**config.mk**
```make
export PLATFORM = sky130hd
export DESIGN_NAME = bcd_tick_counter
export DESIGN_NICKNAME = d
export VERILOG_FILES = /design/src/rtl/bcd_tick_counter.sv
export SDC_FILE = /design/constraint.sdc
export NUM_CORES = 1
export LEC_CHECK = 0
export CAP_MARGIN = 40
export CELL_PAD_IN_SITES_DETAIL_PLACEMENT = 1
export CELL_PAD_IN_SITES_GLOBAL_PLACEMENT = 2
export CORE_ASPECT_RATIO = 1.1
export CORE_MARGIN = 1.5
export CORE_UTILIZATION = 26
export DETAILED_ROUTE_END_ITERATION = 10
export PLACE_DENSITY_LB_ADDON = 0.25
export RECOVER_POWER = 25
export SLEW_MARGIN = 10
export SYNTH_ARGS = -nofsm -noshare
export SYNTH_HDL_FRONTEND = slang
export SYNTH_SLANG_ARGS = --single-unit
```
**constraint.sdc**
```tcl
create_clock -name i_clock_50mhz -period 2.1 [get_ports i_clock_50mhz]
set_input_delay 0.315 -clock i_clock_50mhz [delete_from_list [all_inputs] [get_ports i_clock_50mhz]]
set_output_delay 0.315 -clock i_clock_50mhz [all_outputs]
set_load 0.02 [all_outputs]
```
**src/rtl/bcd_tick_counter.sv**
```systemverilog
// Multi-digit BCD up/down counter advanced by rising edges of a slow, asynchronous tick.
// Optional macro SEVEN_SEG_EN adds o_hex, registered active-low seven-segment patterns per digit.
module bcd_tick_counter #(
  parameter int Digits = 4
) (
  input  logic                  i_clock_50mhz,
  input  logic                  i_reset,
  input  logic                  i_tick,
  input  logic                  i_start,
  input  logic                  i_stop,
  input  logic                  i_clear,
  input  logic                  i_up,
  input  logic                  i_load,
  input  logic [4*Digits-1:0]   i_load_value,
  output logic [4*Digits-1:0]   o_count,
  output logic                  o_running,
  output logic                  o_wrap
`ifdef SEVEN_SEG_EN
  ,
  output logic [7*Digits-1:0]   o_hex
`endif
);

  localparam int W = 4 * Digits;

  localparam logic [1:0] IDLE   = 2'd0;
  localparam logic [1:0] RUN    = 2'd1;
  localparam logic [1:0] PAUSED = 2'd2;

  logic          s1_reg, s2_reg, s3_reg;
  logic          tick;
  logic [1:0]    state_reg, state_next;
  logic [W-1:0]  count_reg, count_next;
  logic [W-1:0]  step_value, load_clamped;
  logic [Digits:0] chain;
  logic          wrap_reg, wrap_next;
  logic          running_reg;

  assign tick = s2_reg & ~s3_reg;

  // chain[i] is the carry (up) or borrow (down) entering digit i
  assign chain[0] = 1'b1;

  generate
    for (genvar gi = 0; gi < Digits; gi++) begin : g_digit
      logic [3:0] digit;
      logic [3:0] load_nibble;

      assign digit       = count_reg[4*gi +: 4];
      assign load_nibble = i_load_value[4*gi +: 4];

      assign chain[gi+1] = chain[gi] & (i_up ? (digit == 4'd9) : (digit == 4'd0));

      always_comb begin
        step_value[4*gi +: 4] = digit;
        if (chain[gi]) begin
          if (i_up)
            step_value[4*gi +: 4] = (digit == 4'd9) ? 4'd0 : digit + 4'd1;
          else
            step_value[4*gi +: 4] = (digit == 4'd0) ? 4'd9 : digit - 4'd1;
        end
      end

      assign load_clamped[4*gi +: 4] = (load_nibble > 4'd9) ? 4'd9 : load_nibble;
    end
  endgenerate

  always_comb begin
    state_next = state_reg;
    count_next = count_reg;
    wrap_next  = 1'b0;
    if (i_clear) begin
      state_next = IDLE;
      count_next = '0;
    end else if (i_load) begin
      count_next = load_clamped;
    end else if (i_stop && state_reg == RUN) begin
      state_next = PAUSED;
    end else if (i_start && state_reg != RUN) begin
      state_next = RUN;
    end else if (tick && state_reg == RUN) begin
      count_next = step_value;
      wrap_next  = chain[Digits];
    end
  end

  always_ff @(posedge i_clock_50mhz or negedge i_reset) begin
    if (!i_reset) begin
      s1_reg      <= 1'b0;
      s2_reg      <= 1'b0;
      s3_reg      <= 1'b0;
      state_reg   <= IDLE;
      count_reg   <= '0;
      wrap_reg    <= 1'b0;
      running_reg <= 1'b0;
    end else begin
      s1_reg      <= i_tick;
      s2_reg      <= s1_reg;
      s3_reg      <= s2_reg;
      state_reg   <= state_next;
      count_reg   <= count_next;
      wrap_reg    <= wrap_next;
      running_reg <= (state_next == RUN);
    end
  end

  assign o_count   = count_reg;
  assign o_running = running_reg;
  assign o_wrap    = wrap_reg;

`ifdef SEVEN_SEG_EN
  function automatic logic [6:0] seg7(input logic [3:0] d);
    case (d)
      4'd0:    seg7 = 7'b1000000;
      4'd1:    seg7 = 7'b1111001;
      4'd2:    seg7 = 7'b0100100;
      4'd3:    seg7 = 7'b0110000;
      4'd4:    seg7 = 7'b0011001;
      4'd5:    seg7 = 7'b0010010;
      4'd6:    seg7 = 7'b0000010;
      4'd7:    seg7 = 7'b1111000;
      4'd8:    seg7 = 7'b0000000;
      4'd9:    seg7 = 7'b0010000;
      default: seg7 = 7'b1111111;
    endcase
  endfunction

  generate
    for (genvar gi = 0; gi < Digits; gi++) begin : g_seg
      logic [6:0] seg_reg;
      always_ff @(posedge i_clock_50mhz or negedge i_reset) begin
        if (!i_reset)
          seg_reg <= 7'b1000000;
        else
          seg_reg <= seg7(count_reg[4*gi +: 4]);
      end
      assign o_hex[7*gi +: 7] = seg_reg;
    end
  endgenerate
`endif

endmodule

```
# Word level (Yosys, flattened, before mapping)
# Cells that the tools add are included.
[word_totals] output_inout_bits=18 wordCells=88 regBits=23 input_bits=24
[op_classes] n_mux=37 n_reduce_logical=15 n_eq_ne=9 n_bitwise=5 magnitude_cmp=4 add_sub_neg=8
[ops] cell="2-to-1 mux 16 bit" n=5
[ops] cell="2-to-1 mux 4 bit" n=19
[ops] cell="adder 4 x 1 -> 4 bit (second input constant)" n=4
[ops] cell="equality test 4 bit (second input constant)" n=4
[ops] cell="> comparator 4 bit (second input constant)" n=4
[ops] cell="logical NOT 4 bit" n=4
[ops] cell="subtractor 4 x 1 -> 4 bit (second input constant)" n=4
[ops] cell="AND reduction 4 bit" n=3
[ops] cell="nonzero test 3 bit" n=4
[ops] cell="2-to-1 mux 1 bit" n=9
[ops] cell="2-to-1 mux 2 bit" n=4
[ops] cell="!= test 3 bit (second input constant)" n=2
[ops] cell="AND 1 bit" n=4
[ops] cell="equality test 2 x 1 -> 1 bit (second input constant)" n=2
[ops] cell="logical AND 1 bit" n=3
[ops] cell="AND reduction 3 bit" n=1
[ops] cell="!= test 2 x 1 -> 1 bit (second input constant)" n=1
[ops] cell="inverter 1 bit" n=1

# Depth between registers and ports, before layout
# Gate-level depths: netlist (run 1).
[depth] word_depth=10 mapped_depth=7 mapped_depth_nobuf=7

# Worst setup path after synthesis (run 1)
# Ideal clock, no wire load.
[synth_path] path_kind="register to register" startpoint="reg count_reg[5], in the netlist o_count[5]" endpoint="reg count_reg[12], in the netlist o_count[12]" synth_period_minus_slack_ps=2306 stages_incl_launch_ff=8 t_required_ps=2006 n_path_buf=0 slack_ps=-206 arrival_time_ps=2212 cell_sequence="dfrtp_1 -> inv_1 -> ha_1 -> or4b_4 -> a221o_1 -> nor3_4 -> xnor2_1 -> a221oi_2"
[synth_via] elab_chain_cells=6 word_cells_on_any_way=7 cone_classes="eq/ne: 1; mux: 1; bitwise: 2; reduce/logical: 3"
[synth_lines] element="start, declared" line="33" text="logic [W-1:0] count_reg, count_next;"
[synth_lines] element="start signal, assigned" line="101" text="count_reg <= count_next;"
[synth_lines] element="equality test 4 bit / logical NOT 4 bit (equally long branches)" line="52" text="assign chain[gi+1] = chain[gi] & (i_up ? (digit == 4'd9) : (digit == 4'd0));"
[synth_lines] element="2-to-1 mux 1 bit (*)" line="52"
[synth_lines] element="AND 1 bit (*) (2 in a row)" line="52"
[synth_lines] element="nonzero test 3 bit (no line) (*)"
[synth_lines] element="AND reduction 4 bit (no line) (*)"
# Mark *: on every way between the ends. The rest lies on a longest branch, timed or not.
# A chain may end at the register's enable or synchronous reset.

# Worst setup path after layout (run 1)
[layout_path] startpoint="reg count_reg[5], in the netlist o_count[5]" endpoint="reg count_reg[13], in the netlist o_count[13]"
# Same word-level chain as after synthesis.

==> summary.md, run 1 <==
| Metric | Value |
|---|---|
| Count leader, synth | dfrtp_1 |
| Top cells by count, synth | dfrtp_1 (23), a21oi_1 (17), nand3_1 (17), o21ai_0 (17) |
| Maxcap violations | 0 |
| Hold crit path type | register to register |
| Share of Yosys cell area claimed by the top area cell type | a little under a third |
| Number of flip-flops under the largest register name | 16 |
| Depth of the most critical reg-to-reg path | 8 |
| Final worst path period share | 102.3% |
| Post-synth EDFFs | 0 |
| IO Count | 42 |
| Arr. time, crit path | ~2.3 ns |
| RSZ-0062 raised after global routing | yes |
| Ant. Diodes | 0 |
| Maximum clock frequency | 465.3 MHz |
| Max H-tree Level | 1 |
| Kind of critical path | register to register |
| Die area | about 0.0078 sq mm |
| CP Launch Type | register |
| Crit path capture type | register |
| Router iterations before antenna repair | 4 |
| Yosys reg bits | 23 |
| DRT Wirelength | slightly above 6 mm |
| VDD IR max | between 0.2 and 0.3 mV |
| Synth Flop Type | dfrtp_1 |
| Setup violators final | 3 |
| Vias in the first global route | around 2100 |
| P&R area growth vs syn | 45.91% |
| DR WL/cell | 15.84 um |
| Comb power frac | 35.2% |
| Synthesis warning total | 0 |
| PwrDens | ~440 mW/mm^2 |
| Layout fillers | approximately 850 |
| Worst Tran Pin Value | about 1.4 ns |
| Worst setup margin | -0.04893 ns |
| FF-to-FF End | o_count[13]$_DFFE_PN0P_ |
| Flop pwr share | between 40% and 50% |
| Clock Skews | roughly 0.0031 ns |
| Largest net degree at the start of global routing | 31 |
| Hold Slack | 0.3545 ns |
| Die Ht | between 90 and 100 um |
| Die X | approximately 84 um |
| Clock Power Share | about a quarter |
| DR vias | 2045 |
| Cells after DPL | 385 |
| Number of buffers added on ports | 41 |
| Final-report max-slew violation count | 0 |
| Crit path to | o_count[13]$_DFFE_PN0P_ |
| # DRC | 0 |
| Reg area | 580.6 sq um |
| Placed cell area | 0.002656 sq mm |
| Worst-skew pair later-pin latency | 0.27 ns |
| Final net count | 342 |
| CTS Sinks | 23 |
| Max_slew headroom | a little under 7% |
| Fin cells | around 400 |
| Core ar. | ~0.007 sq mm |
| Switching part of the total | between 30% and 40% |
| Final setup TNS | -0.1220 ns |
| Multi-input gate area | between 0.001 and 0.0015 sq mm |
| Hold Fails Final Rpt | 0 |
| Clock-pin slew on the worst setup and hold paths | ~0.09 ns |
| Leak | 1.099 nW |
| Initial Utilization | between 20 and 30% |
| CP startpoint | o_count[5]$_DFFE_PN0P_ |
| Violated checks | negative setup slack |
| DR vias/cell | about 5.2 |
| Post-DP HPWL | between 4 and 5 mm |
| WP data required | about 2.3 ns |
| First-pass GRT wire length | about 11 mm |
| Hold buffer count at cts | 0 |
| Mapped Area | roughly 0.0019 sq mm |
| CTS Root Cell | clkbuf_8 |
| CTS tree | yes |
| Post-Syn Area per Cell | between 7 and 8 sq um |
| Fraction of layout cells with a size suffix above 1 | 21.43% |
| GPL Wtd Cong | a little under 0.8 |
| P_int | ~0.81 mW |
| Worst Path Max Fanout | 4 |
| Tmin final | 2.149 ns |
| Dominant cell type by area after synthesis | dfrtp_1 |
| Antenna viol nets, final | 0 |
| Switch Pwr | about 0.40 mW |
| GRT Resource Usage Total | roughly 17% |
| Clk buf depth | 2 |
| Post-route cell area | approximately 0.0028 sq mm |
| Row count | 32 |
| Hold Crit Start | s1_reg$_DFF_PN0_ |
| Initial DRC count | 34 |
| Post-synthesis sequential area ratio | approximately 30% |
| Status | complete, but fails checks |
| Cells after Synth | between 200 and 250 |
| Post-synth net total | ~270 |
| Ranking of synthesized cells by area | dfrtp_1 (30%), ha_1 (5.9%), a21oi_1 (4.5%), nand3_1 (4.5%), o21ai_0 (4.5%) |
| TritonCTS buffer count | 3 |
| Post-synth cell types | 50 |
| R2r setup slk | -0.05 ns |
| Overflow after GRT | 0 |
| Initial antenna violation count | 0 |
| Finished Core Util | 39.28% |
| Reg2reg start | o_count[5]$_DFFE_PN0P_ |
| Post-synth ARST share | between 90% and 100% |
cells by family after synthesis:
group           share of synthesized area, %
flops                                  30.34
compound gates                         29.88
mux                                    1.583
buf+inv                                6.793
simple gates                           24.08
fa+ha+maj                              5.937
xor+xnor                               1.385
repair_timing:
item,in CTS,in global routing
setup endpoints to repair,7,10
buffers inserted,4,0
pin swaps,1,3
hold endpoints to repair,0,0
gates cloned,0,0
resized for setup,4,5
routing by layer:
layer  global-route usage [%]  share of wire (%)
met4                    3.495               0.76
met5                        0                  0
met2                    30.93                 51
met3                   0.8913                1.7
met1                    21.50                 46
power by group through the flow:
stage	clock network (mW)	registers, mW	logic [mW]
4_1_cts	0.296	0.495	0.428
6_report	0.288	0.496	0.426
5_1_grt	0.314	0.501	0.472
3_5_place_dp	0	0.504	0.422
2_1_floorplan	0	0.520	0.201
3_3_place_gp	0	0.503	0.419
final cells by class:
| class | instances | area share (%) |
|---|---|---|
| Clock buffer | 4 | 1.627 |
| Sequential cell | 23 | 20.98 |
| Inverter | 15 | 2.034 |
| Multi-Input combinational cell | 184 | 45.75 |
| Timing Repair Buffer | 82 | 25.77 |
| Tap cell | 85 | 3.843 |
metrics by stage:
stage	setup WS (ns)	total power, mW
final	-0.04893	1.210
after global routing	-0.1770	1.287
after CTS	-0.06403	1.219
after detailed placement	-0.4303	0.9254
after global placement	-0.3719	0.9219
after floorplan	-0.1093	0.7211
worst min-delay path by stage:
stage                                   to  slack (ns)  cells past startpoint
CTS                       s2_reg$_DFF_PN0_        0.36                      0
floorplan           o_count[0]$_DFFE_PN0P_        0.02                      0
detailed placement        s2_reg$_DFF_PN0_        0.34                      0
global placement          s2_reg$_DFF_PN0_        0.33                      0
finish                    s2_reg$_DFF_PN0_        0.35                      0
global route              s2_reg$_DFF_PN0_        0.36                      0
cells in the final DEF (no fill, tap or decap), types with 5 or more instances in the layout:
cell,netlist,layout
nand2_1,16,16
o21ai_0,17,17
inv_1,15,11
a211oi_1,7,7
nor3_1,5,5
dfrtp_1,23,19
buf_4,0,40
ha_1,9,7
clkdlybuf4s50_1,0,38
nor2_1,16,16
a31oi_1,5,5
nand2b_1,9,9
a21oi_1,17,16
nand3_1,17,16
worst max-delay path: stages, from the launching register on:
cell	delay (ns)
dfrtp_2	0.42
inv_2	0.08
ha_4	0.13
or4b_4	0.45
a221o_1	0.36
nor3_4	0.19
buf_4	0.15
a41oi_2	0.08
a21boi_2	0.17
(Power assumes the default switching activity.)
==> run 2, diff against run 1 <==
--- a/config.mk
+++ b/config.mk
@@ -14,7 +14,7 @@
 export DETAILED_ROUTE_END_ITERATION = 10
 export PLACE_DENSITY_LB_ADDON = 0.25
 export RECOVER_POWER = 25
-export SLEW_MARGIN = 10
+export SLEW_MARGIN = 20
 export SYNTH_ARGS = -nofsm -noshare
 export SYNTH_HDL_FRONTEND = slang
 export SYNTH_SLANG_ARGS = --single-unit
==> results of run 2 <==
Same layout as run 1: the final DEF is identical, and so are final timing and power.
==> edit (config.mk and constraints of run 2) <==
The parameter `Digits` goes from 4 to 2.
--- a/src/rtl/bcd_tick_counter.sv
+++ b/src/rtl/bcd_tick_counter.sv
@@ -1,7 +1,7 @@
 // Multi-digit BCD up/down counter advanced by rising edges of a slow, asynchronous tick.
 // Optional macro SEVEN_SEG_EN adds o_hex, registered active-low seven-segment patterns per digit.
 module bcd_tick_counter #(
-  parameter int Digits = 4
+  parameter int Digits = 2
 ) (
   input  logic                  i_clock_50mhz,
   input  logic                  i_reset,
Ports: changed (resized i_load_value and o_count); port bits go from 42 to 26. No check against the original RTL was run, so the function may have changed too.
==> edit against run 2 <==
  * Cell area decreased by 49%
  * Setup slack improved by 0.28 ns
  * Sequential power decreased by 34%
  * Area after synthesis decreased by 46%
  * Sequential cell count decreased by 8
  * Total power decreased by 38%
  * Count of clock-buffer cells in the layout unchanged
  * Clock power decreased by 19%
  * Maximum frequency increased by 15%
  * Non-clock buffer count decreased by 48
  * Largest cell class unchanged
  * Wire length decreased by 52%
  * Clock skew increased by 0.0014 ns
==> edit: results (changes against run 2) <==
[layout]
nets = 172  ; -50%
drive_gt1_frac = 0.105  ; -0.109
multi_input_area_share = 0.411  ; -0.0467
final_core_util = 0.380  ; -0.0129
largest_reg_flops = 8  ; -8
buffers = 34  ; -59%
seq_area_um2 = 375  ; -35%
inv_count = 8  ; -7
fillers = 462  ; -46%
clk_share = 0.0319  ; +0.0157

[worst_setup_path]
reg2reg_depth = 6  ; -2
r2r_start = state_reg[1]
r2r_setup_slack_ns = 0.29  ; +0.34 ns
critical_path.top_delay_family = buffers and inverters

[logic_synthesis]
syn_nets = 141  ; -48%
synth_cell_types = 38  ; -24%
yosys-top-cells-area = dfrtp_1, o21ai_0, nor2_1
yosys-top-cells-count = dfrtp_1, nor2_1, o21ai_0
synth.avg_cell_area_um2 = 8.38  ; +5.6%

[cts]
post_cts_resized = 0  ; -4
post_cts_buffers = 0  ; -4
clock_sinks = 15  ; -35%
clk_pin_slew_ns = 0.06  ; -0.03 ns
clk_latency_ns = 0.25  ; -0.02 ns

[global_route]
grt.total_usage = 0.145  ; -0.0218
met3_usage = 0.0308  ; +0.0219
grt_max_degree = 16  ; -48%
met1_usage = 0.170  ; -0.0448

[place]
place_hpwl_um = 2280  ; -53%
placed_cell_area_um2 = 1370  ; -49%
placedCellCount = 198  ; -49%
gp_congestion = 0.782  ; -0.84%

[power]
ir_worst_vdd_mv = 0.257  ; -7.8%
switching_power_mw = 0.218  ; -45%

[outcome]
outcome = completed

[route]
wl_met1_um = 1320  ; -54%
wl_um = 2990  ; -52%
via_per_inst = 5.22  ; +0.27%

[sta]
tightest_slew_ns = 0.727  ; -0.671 ns

==> edit: cell count changes after synthesis, sizes merged, moves of 4 or more <==
| cell | delta |
|---|---|
| nand3 | -15 |
| nand2 | -11 |
| clkbuf | -8 |
| dfrtp | -8 |
| inv | -8 |
| o21ai | -8 |
| a21oi | -7 |
| ha | -6 |
| nand2b | -5 |
| a221oi | -4 |
| nor3 | -4 |
==> edit: cells by family (layout without fill, tap and decap cells) <==
family                     Yosys count  after routing  share of synthesized area
and+or+nand+nor                     45             45                      0.261
AOI/OAI and AO/OA                   41             41                      0.252
buffers and inverters               16             46                     0.0661
DFF                                 15             15                      0.367
adders and majority gates            3              3                     0.0367
xor gates and xnor gates             2              2                     0.0171
==> edit: worst max-delay path by stage <==
stage | slack [ns] | end | startpoint | cells after the start
floorplan | 0.25 | o_count[4] | o_count[1] | 7
detailed placement | -0.05 | o_count[0] | i_stop | 6
finish | 0.23 | o_count[0] | i_stop | 6
global route | 0.11 | o_count[0] | i_stop | 6
CTS | 0.21 | o_count[0] | i_stop | 6
global placement | 0.01 | o_count[2] | i_stop | 4
==> edit: worst register-to-register path, delay by kind of cell, from the launching register on <==
family	cells	cell delay (ns)
DFF	1	0.37
AOI/OAI and AO/OA	3	0.48
and+or+nand+nor	2	0.69
buffers and inverters	1	0.18
==> edit: power groups by stage <==
stage | logic (mW) | registers, mW | clock network [mW]
3_5_place_dp | 0.191 | 0.332 | 0
6_report | 0.189 | 0.327 | 0.233
5_1_grt | 0.208 | 0.330 | 0.256
3_3_place_gp | 0.188 | 0.331 | 0
2_1_floorplan | 0.0873 | 0.336 | 0
4_1_cts | 0.192 | 0.327 | 0.246
